`src/rtl/mem_arbiter_pkg.sv`:
```
// Shared definitions for the unified instruction/data memory arbiter.
// Also imported by the multicycle core controller.
package mem_arbiter_pkg;

    typedef enum logic [1:0] {
        ST_IDLE  = 2'd0,
        ST_ISSUE = 2'd1,
        ST_WAIT  = 2'd2,
        ST_DONE  = 2'd3
    } arb_state_t;

    localparam logic REQ_CPU = 1'b0;
    localparam logic REQ_LDR = 1'b1;

    localparam int LAT_DEFAULT = 2;
    localparam int CNT_W       = 4;

endpackage

```
`src/rtl/mem_arbiter_rr_pick2.sv`:
```
// Two-way round-robin selector: on a tie the requester that was not
// served last wins.
module rr_pick2
    import mem_arbiter_pkg::*;
(
    input  logic req0,
    input  logic req1,
    input  logic last,
    output logic grant_valid,
    output logic grant_idx
);

    always_comb begin
        grant_valid = req0 | req1;
        grant_idx   = REQ_CPU;
        if (req0 && req1) begin
            grant_idx = ~last;
        end else if (req1) begin
            grant_idx = REQ_LDR;
        end
    end

endmodule

```
`src/rtl/mem_arbiter.sv`:
```
// Arbiter and sequencer for the single-port unified memory of the
// multicycle MIPS core: CPU (0) and loader/DMA (1) share one port.
module mem_arbiter
    import mem_arbiter_pkg::*;
#(
    parameter int AW  = 32,
    parameter int DW  = 32,
    parameter int LAT = LAT_DEFAULT
) (
    input  logic          clk,
    input  logic          reset,
    input  logic          req0,
    input  logic          we0,
    input  logic [AW-1:0] addr0,
    input  logic [DW-1:0] wdata0,
    output logic          done0,
    input  logic          req1,
    input  logic          we1,
    input  logic [AW-1:0] addr1,
    input  logic [DW-1:0] wdata1,
    output logic          done1,
    output logic [DW-1:0] rdata,
    output logic          busy,
    output logic          mem_en,
    output logic          mem_we,
    output logic [AW-1:0] mem_addr,
    output logic [DW-1:0] mem_wdata,
    input  logic [DW-1:0] mem_rdata
);

    localparam logic [CNT_W-1:0] LAT_CNT = CNT_W'(LAT);

    arb_state_t       state;
    arb_state_t       state_nx;
    logic             owner;
    logic             owner_nx;
    logic             last;
    logic             last_nx;
    logic [CNT_W-1:0] cnt;
    logic [CNT_W-1:0] cnt_nx;
    logic             lat_we;
    logic             lat_we_nx;
    logic [AW-1:0]    lat_addr;
    logic [AW-1:0]    lat_addr_nx;
    logic [DW-1:0]    lat_wdata;
    logic [DW-1:0]    lat_wdata_nx;
    logic [DW-1:0]    rdata_q;
    logic [DW-1:0]    rdata_nx;

    logic pick_req0;
    logic pick_req1;
    logic grant_valid;
    logic grant_idx;
    logic take;

    // In DONE the finishing owner still holds req; only the other side may win.
    always_comb begin
        pick_req0 = req0;
        pick_req1 = req1;
        if (state == ST_DONE) begin
            pick_req0 = req0 & (owner != REQ_CPU);
            pick_req1 = req1 & (owner != REQ_LDR);
        end
    end

    rr_pick2 u_pick (
        .req0        (pick_req0),
        .req1        (pick_req1),
        .last        (last),
        .grant_valid (grant_valid),
        .grant_idx   (grant_idx)
    );

    always_ff @(posedge clk or posedge reset) begin
        if (reset) begin
            state     <= ST_IDLE;
            owner     <= REQ_CPU;
            last      <= REQ_LDR;
            cnt       <= '0;
            lat_we    <= 1'b0;
            lat_addr  <= '0;
            lat_wdata <= '0;
            rdata_q   <= '0;
        end else begin
            state     <= state_nx;
            owner     <= owner_nx;
            last      <= last_nx;
            cnt       <= cnt_nx;
            lat_we    <= lat_we_nx;
            lat_addr  <= lat_addr_nx;
            lat_wdata <= lat_wdata_nx;
            rdata_q   <= rdata_nx;
        end
    end

    always_comb begin
        state_nx     = state;
        owner_nx     = owner;
        last_nx      = last;
        cnt_nx       = cnt;
        lat_we_nx    = lat_we;
        lat_addr_nx  = lat_addr;
        lat_wdata_nx = lat_wdata;
        rdata_nx     = rdata_q;
        take         = 1'b0;

        unique case (state)
            ST_IDLE: begin
                take = grant_valid;
            end
            ST_ISSUE: begin
                cnt_nx   = LAT_CNT;
                state_nx = ST_WAIT;
            end
            ST_WAIT: begin
                cnt_nx = cnt - 1'b1;
                if (cnt == CNT_W'(1)) begin
                    if (!lat_we) begin
                        rdata_nx = mem_rdata;
                    end
                    state_nx = ST_DONE;
                end
            end
            ST_DONE: begin
                last_nx  = owner;
                state_nx = ST_IDLE;
                take     = grant_valid;
            end
            default: begin
                state_nx = ST_IDLE;
            end
        endcase

        // Grant: snapshot the winner so later request changes are harmless.
        if (take) begin
            owner_nx     = grant_idx;
            lat_we_nx    = grant_idx ? we1 : we0;
            lat_addr_nx  = grant_idx ? addr1 : addr0;
            lat_wdata_nx = grant_idx ? wdata1 : wdata0;
            state_nx     = ST_ISSUE;
        end
    end

    assign busy      = (state != ST_IDLE);
    assign mem_en    = (state == ST_ISSUE);
    assign done0     = (state == ST_DONE) && (owner == REQ_CPU);
    assign done1     = (state == ST_DONE) && (owner == REQ_LDR);
    assign mem_we    = lat_we;
    assign mem_addr  = lat_addr;
    assign mem_wdata = lat_wdata;
    assign rdata     = rdata_q;

endmodule

```
`config.mk`:
```
export PLATFORM = sky130hd
export DESIGN_NAME = mem_arbiter
export DESIGN_NICKNAME = d
export VERILOG_FILES = /design/src/rtl/mem_arbiter_pkg.sv /design/src/rtl/mem_arbiter_rr_pick2.sv /design/src/rtl/mem_arbiter.sv
export SDC_FILE = /design/constraint.sdc
export NUM_CORES = 1
export LEC_CHECK = 0
export CORE_MARGIN = 8
export CORE_UTILIZATION = 35
export DETAILED_ROUTE_END_ITERATION = 10
export GPL_ROUTABILITY_DRIVEN = 0
export HOLD_SLACK_MARGIN = 0.08
export PLACE_DENSITY = 0.76
export SLEW_MARGIN = 20
export SYNTH_ARGS = -nofsm -noshare
export SYNTH_HDL_FRONTEND = slang
export SYNTH_SLANG_ARGS = --single-unit
```
`constraint.sdc`:
```
create_clock -name clk -period 3.45 [get_ports clk]
set_input_delay 0.69 -clock clk [delete_from_list [all_inputs] [get_ports clk]]
set_output_delay 0.69 -clock clk [all_outputs]
set_load 0.02 [all_outputs]
```
==> Word-level counts from Yosys, hierarchy flattened <==
Cells that the tools add are included.
W data, S select, Z words.
{ "totals": {"reg_bits": 105, "inputBits": 166, "out_inout_bits": 101} }
{ "classes": {"add_sub_neg": 1, "bitwise": 6, "eq_ne": 5, "reduce_logical": 10, "muxes": 12} }
{ "op_table": {"columns": ["operator", "n"], "rows": [
  ["$mux W32", 2],
  ["$pmux W4 S2", 1],
  ["$mux W1", 6],
  ["$pmux W2 S3", 1],
  ["$eq A2 B2 Y1 const B", 2],
  ["$eq A4 B1 Y1 const B", 1],
  ["$mux W2", 2],
  ["$reduce_bool A2 Y1", 2],
  ["$reduce_bool A4 Y1", 1],
  ["$sub A4 B1 Y4 const B", 1],
  ["$logic_and A1 B1 Y1", 3],
  ["$ne A3 B3 Y1 const B", 1],
  ["$not A1 Y1", 3],
  ["$reduce_and A3 Y1", 1],
  ["$and A1 B1 Y1", 2],
  ["$eq A2 B1 Y1 const B", 1],
  ["$logic_not A2 Y1", 1],
  ["$reduce_and A2 Y1", 1],
  ["$reduce_or A2 Y1", 1],
  ["$or A1 B1 Y1", 1]
]} }

==> Longest topological paths before layout <==
{ "depth": {"ltp_word": 7, "depth_mapped": 8} }

==> By module <==
A second synthesis with hierarchy kept.
{ "unflattened": {"cells_unflattened": 400, "hier_area_um2": 4852.2} }
{ "modules_own_cells": {"columns": ["module", "cells_per_inst", "n_inst", "area_each_um2", "seq_area_each_um2"], "rows": [
  ["mem_arbiter", 398, 1, 4838.4, 2628.8],
  ["rr_pick2", 2, 1, 13.8, 0.0]
]} }

==> Least setup slack after synthesis <==
No wires, ideal clock.
{ "synth_timing": {"path_kind": "register to register", "from": "reg state[0]", "to": "reg rdata_q[20] (netlist: rdata[20])", "t_required_ps": 3325, "t_arrival_ps": 1678, "setup_slack_ps": 1647, "path_buffers": 1, "stages_incl_launch_ff": 7, "setup_ps": 125, "period_less_slack_ps": 1803, "cell_sequence": "dfrtp_1 > inv_1 > ha_1 > nand2b_1 > nor3_2 > buf_2 > mux2_2"} }
{ "synth_between": {"elab_chain_cells": 2} }
{ "synth_lines": {"columns": ["element", "line", "rtl"], "rows": [
  ["start, declared", "mem_arbiter.sv:33", "arb_state_t state;"],
  ["start signal, assigned", "mem_arbiter.sv:85", "state <= state_nx;"],
  ["$eq A2 B2 Y1", "mem_arbiter.sv:107", "unique case (state)"],
  ["$reduce_and A3 Y1 (no line)", null, null],
  ["end signal, assigned", "mem_arbiter.sv:92", "rdata_q <= rdata_nx;"],
  ["end, declared", "mem_arbiter.sv:47", "logic [DW-1:0] rdata_q;"]
]} }
Every way passes these cells.
A chain may end at the register's enable or synchronous reset.

==> Final worst setup path <==
{ "layout_timing": {"from": "reg state[1]", "to": "out done1"} }
{ "layout_between": {"elab_chain_cells": 2} }
{ "layout_lines": {"columns": ["element", "line", "rtl"], "rows": [
  ["$eq A2 B2 Y1", "mem_arbiter.sv:147", "assign done1 = (state == ST_DONE) && (owner == REQ_LDR);"],
  ["$logic_and A1 B1 Y1", "mem_arbiter.sv:147", null],
  ["end, declared", "mem_arbiter.sv:21", "output logic done1,"]
]} }
Every way passes these cells.

==> results.md <==
* **status** finished clean
* **synthesized netlist cell count** 406
* **# IOs** 267
* **most instantiated library cell after synthesis** dfrtp_1
* **number of hold-slack violations in the final timing report** 0
* **Hold/Removal Path Class** register to register
* **maximum ir drop on the vdd rail** 0.652 mV
* **Max FO, Critical Path** 6
* **top cell type's share of synthesized area** 55.7%
* **CP endpoint kind** output pin
* **DP Wirelength** 11.7 mm
* **power share of the sequential group** 31.2%
* **average instance area after synthesis** 11.5 um^2
* **worst setup path category** register to output pin
* **shortest clock period the worst path allows after layout** 2.69 ns
* **crit-path cells** ha_1, nand2_1, inv_1, clkdlybuf4s50_1
* **starting density of the core** 35.6%
* **top cells by instance count after synthesis** dfrtp_1, nor2_1, mux2i_1, a21oi_1, mux2_2
* **remaining max-slew budget at the tightest pin** 53.3%
* **part of the Yosys area used for sequential elements** 56.3%
* **netlist area before placement** 4670 um^2
* **buffering stage count on the worst path with inverters included** 2
* **Post-CTS Setup Bufs** 0
* **Maximum Capacitance Violations** 0
* **clock share of power** 15.8%
* **Setup Skew** 0.00433 ns
* **IO Port Bufs** 266
* **remaining design rule violation count** 0
* **cell-internal power** 3.90 mW
* **cell family with most CP delay** buffers and inverters
* **total iterations of the first detailed-routing run** 5
* **unrepaired setup endpoints after global routing** false
* **number of antenna violations at the first check in global routing** 0
* **combined global-route utilization of all metal layers** 16.9%
* **vias in the first global route** 4,311
* **Yosys cell types** 27
* **clock latency on the worst-skew pair** 0.34 ns
* **most area-hungry cell type in the Yosys netlist** dfrtp_1
* **Post-synth ARST share** 100%
* **maximum clock insertion buffer count** 2
* **vertical extent of the die** 132 um
* **number of sinks driven by the clock tree** 105
* **largest net degree at the start of global routing** 70
* **global-route wire length before repair** 23.2 mm
* **largest cells by area after synthesis** dfrtp_1, mux2i_1, mux2_2
* **launching point of the worst reg2reg path** state[1]
* **Final Total Pwr** 6.47 mW
* **flop and latch count out of synthesis** 105
* **Largest stage delay, worst path** 0.60 ns
* **Max stage delay cell, worst path** clkdlybuf4s50_1
* **worst hold path stage count** 2
* **Resize count post-CTS** 0
* **non-filler cells, final** 844
* **CP Data Arrival Time** 2.00 ns
* **final net count** 837
* **DRT iter0 DRCs** 158
* **WL per Instance** 17.8 um
* **achievable clock frequency** 372 MHz
* **leakage power** 3.47 nW
* **quantity of hold-fixing buffers added after cts** 0
* **die extent in x** 132 um
* **PwrDens** 826 nW/um^2
* **Worst Min Path Start** last
* **Switching Share** 39.6%
* **required time of the critical path** 2.76 ns
* **Primary FF master, synth** dfrtp_1
* **final core occ** 59.6%
* **worst reg-to-reg setup slack** 1.35 ns
* **total CTS buffers** 9
* **sum of overflow across all layers after global routing** 0
* **layout cells sized above 1** 8.23%
* **count of nets left with antenna violations after detail routing** 0
* **Row Count** 42
* **placed cell count** 828
* **Switching Power** 2.56 mW
* **count of endpoints failing setup in the final report** 0
* **Worst Setup Slack post-DPL** 1.02 ns
* **H-tree Lvls** 3
* **number of synthesized flops with an enable pin** 0
* **master cell of the clock root buffer** clkbuf_16
* **Critical Path Start Type** register
* **ant diodes** 0
* **synthesized net count** 580
* **path depth of the worst reg2reg path** 6
* **area added between synthesis and finish** 67.5%
* **placeable core region** 13,100 um^2
* **total count of max-transition violations in the final report** 0
* **via count** 3,938
* **post-layout worst setup margin** 0.761 ns
* **Syn. warnings** 0
* **die area** 17,300 um^2
* **final critical-path share of the clock period** 77.9%
* **wire length reported by the detailed router** 15.0 mm
* **clock tree from TritonCTS** done
* **actual transition at the worst max-transition pin** 0.700 ns
* **via density per instance** 4.67
* **endpoint of the lowest-slack register-to-register path** mem_addr[17]
* **part of the total power dissipated in combinational logic** 53.0%
* **final setup TNS** 0 ns
* **sink of the worst hold path** last
* **register clock-pin slew on the reported worst setup and hold paths** 0.07 ns
==> cell usage in the layout (no fill, tap or decap), types with 2 or more instances in the layout <==
cell and instances:
clkinv_2 2, o22ai_1 2, clkinvlp_4 2, nand2b_1 2, clkdlybuf4s50_1 266, nand3_1 2
o21ai_0 4, buf_12 4, mux2_2 30, a21oi_1 65, mux2_1 2, mux2i_1 67
inv_1 10, dfrtp_1 104, nor2_1 70, clkbuf_16 9, nand2_1 3, ha_1 8
==> how the worst max path moves through the flow <==
stage                  start           end  slack [ns]  cells past startpoint
floorplan              reset        cnt[0]       0.001                      1
global placement        req0   mem_addr[6]        1.10                      6
detailed placement      req0  mem_addr[17]        1.02                      6
CTS                 state[1]         done1        0.73                      4
global route        state[1]         done1        0.63                      4
finish              state[1]         done1        0.76                      4
==> sequential cells by signal, summed over array words and instances, names as in the netlist <==
signal     cells
state          2
mem_we         1
mem_wdata     32
last           1
owner          1
mem_addr      32
rdata         32
cnt            4
==> cell families (layout without fill, tap and decap cells) <==
kind of cell	count (synthesis)	count (layout)	synth area share [%]
multiplexers	99	99	22.1
flip-flops	105	105	56.3
AO/OA/AOI/OAI	76	76	8.57
buffers and inverters	36	298	3.91
adder cells (fa/ha/maj)	8	8	2.14
AND/OR/NAND/NOR	82	82	7.07
==> power groups by stage <==
stage          clock (mW)  sequential, mW  combinational, mW
2_1_floorplan           0            2.56               1.40
3_5_place_dp            0            2.04               3.48
3_3_place_gp            0            2.01               3.38
4_1_cts              1.06            2.02               3.49
6_report             1.02            2.02               3.43
5_1_grt              1.11            2.07               3.70
==> layout make-up <==
class / instances / area (um^2)
repair buffers: 271 / 2750
flip-flops and latches: 105 / 2630
fillers: 1071 / 5310
clock buffers: 11 / 243
well taps: 176 / 220
multi-input cells: 265 / 1890
inverters: 11 / 43.8
clock inverters: 5 / 55.1
==> worst min-delay path: stages (launching register included) <==
cell     delay [ns]
dfstp_2        0.37
inv_1          0.04
o21ai_0        0.07
==> layer usage <==
metal	track usage (%)	routed length (um)
met4	5.55	256
met5	0	0
met2	30.0	7600
met3	6.52	1440
met1	18.0	5690
==> metrics by stage <==
step	cell area (um^2)	hold WS (ns)
finish	7830	0.484
floorplan	4670	0.448
global route	7830	0.499
global placement	7530	0.464
detailed placement	7530	0.478
CTS	7830	0.488
No activity file was read; power rests on OpenSTA's default activity.
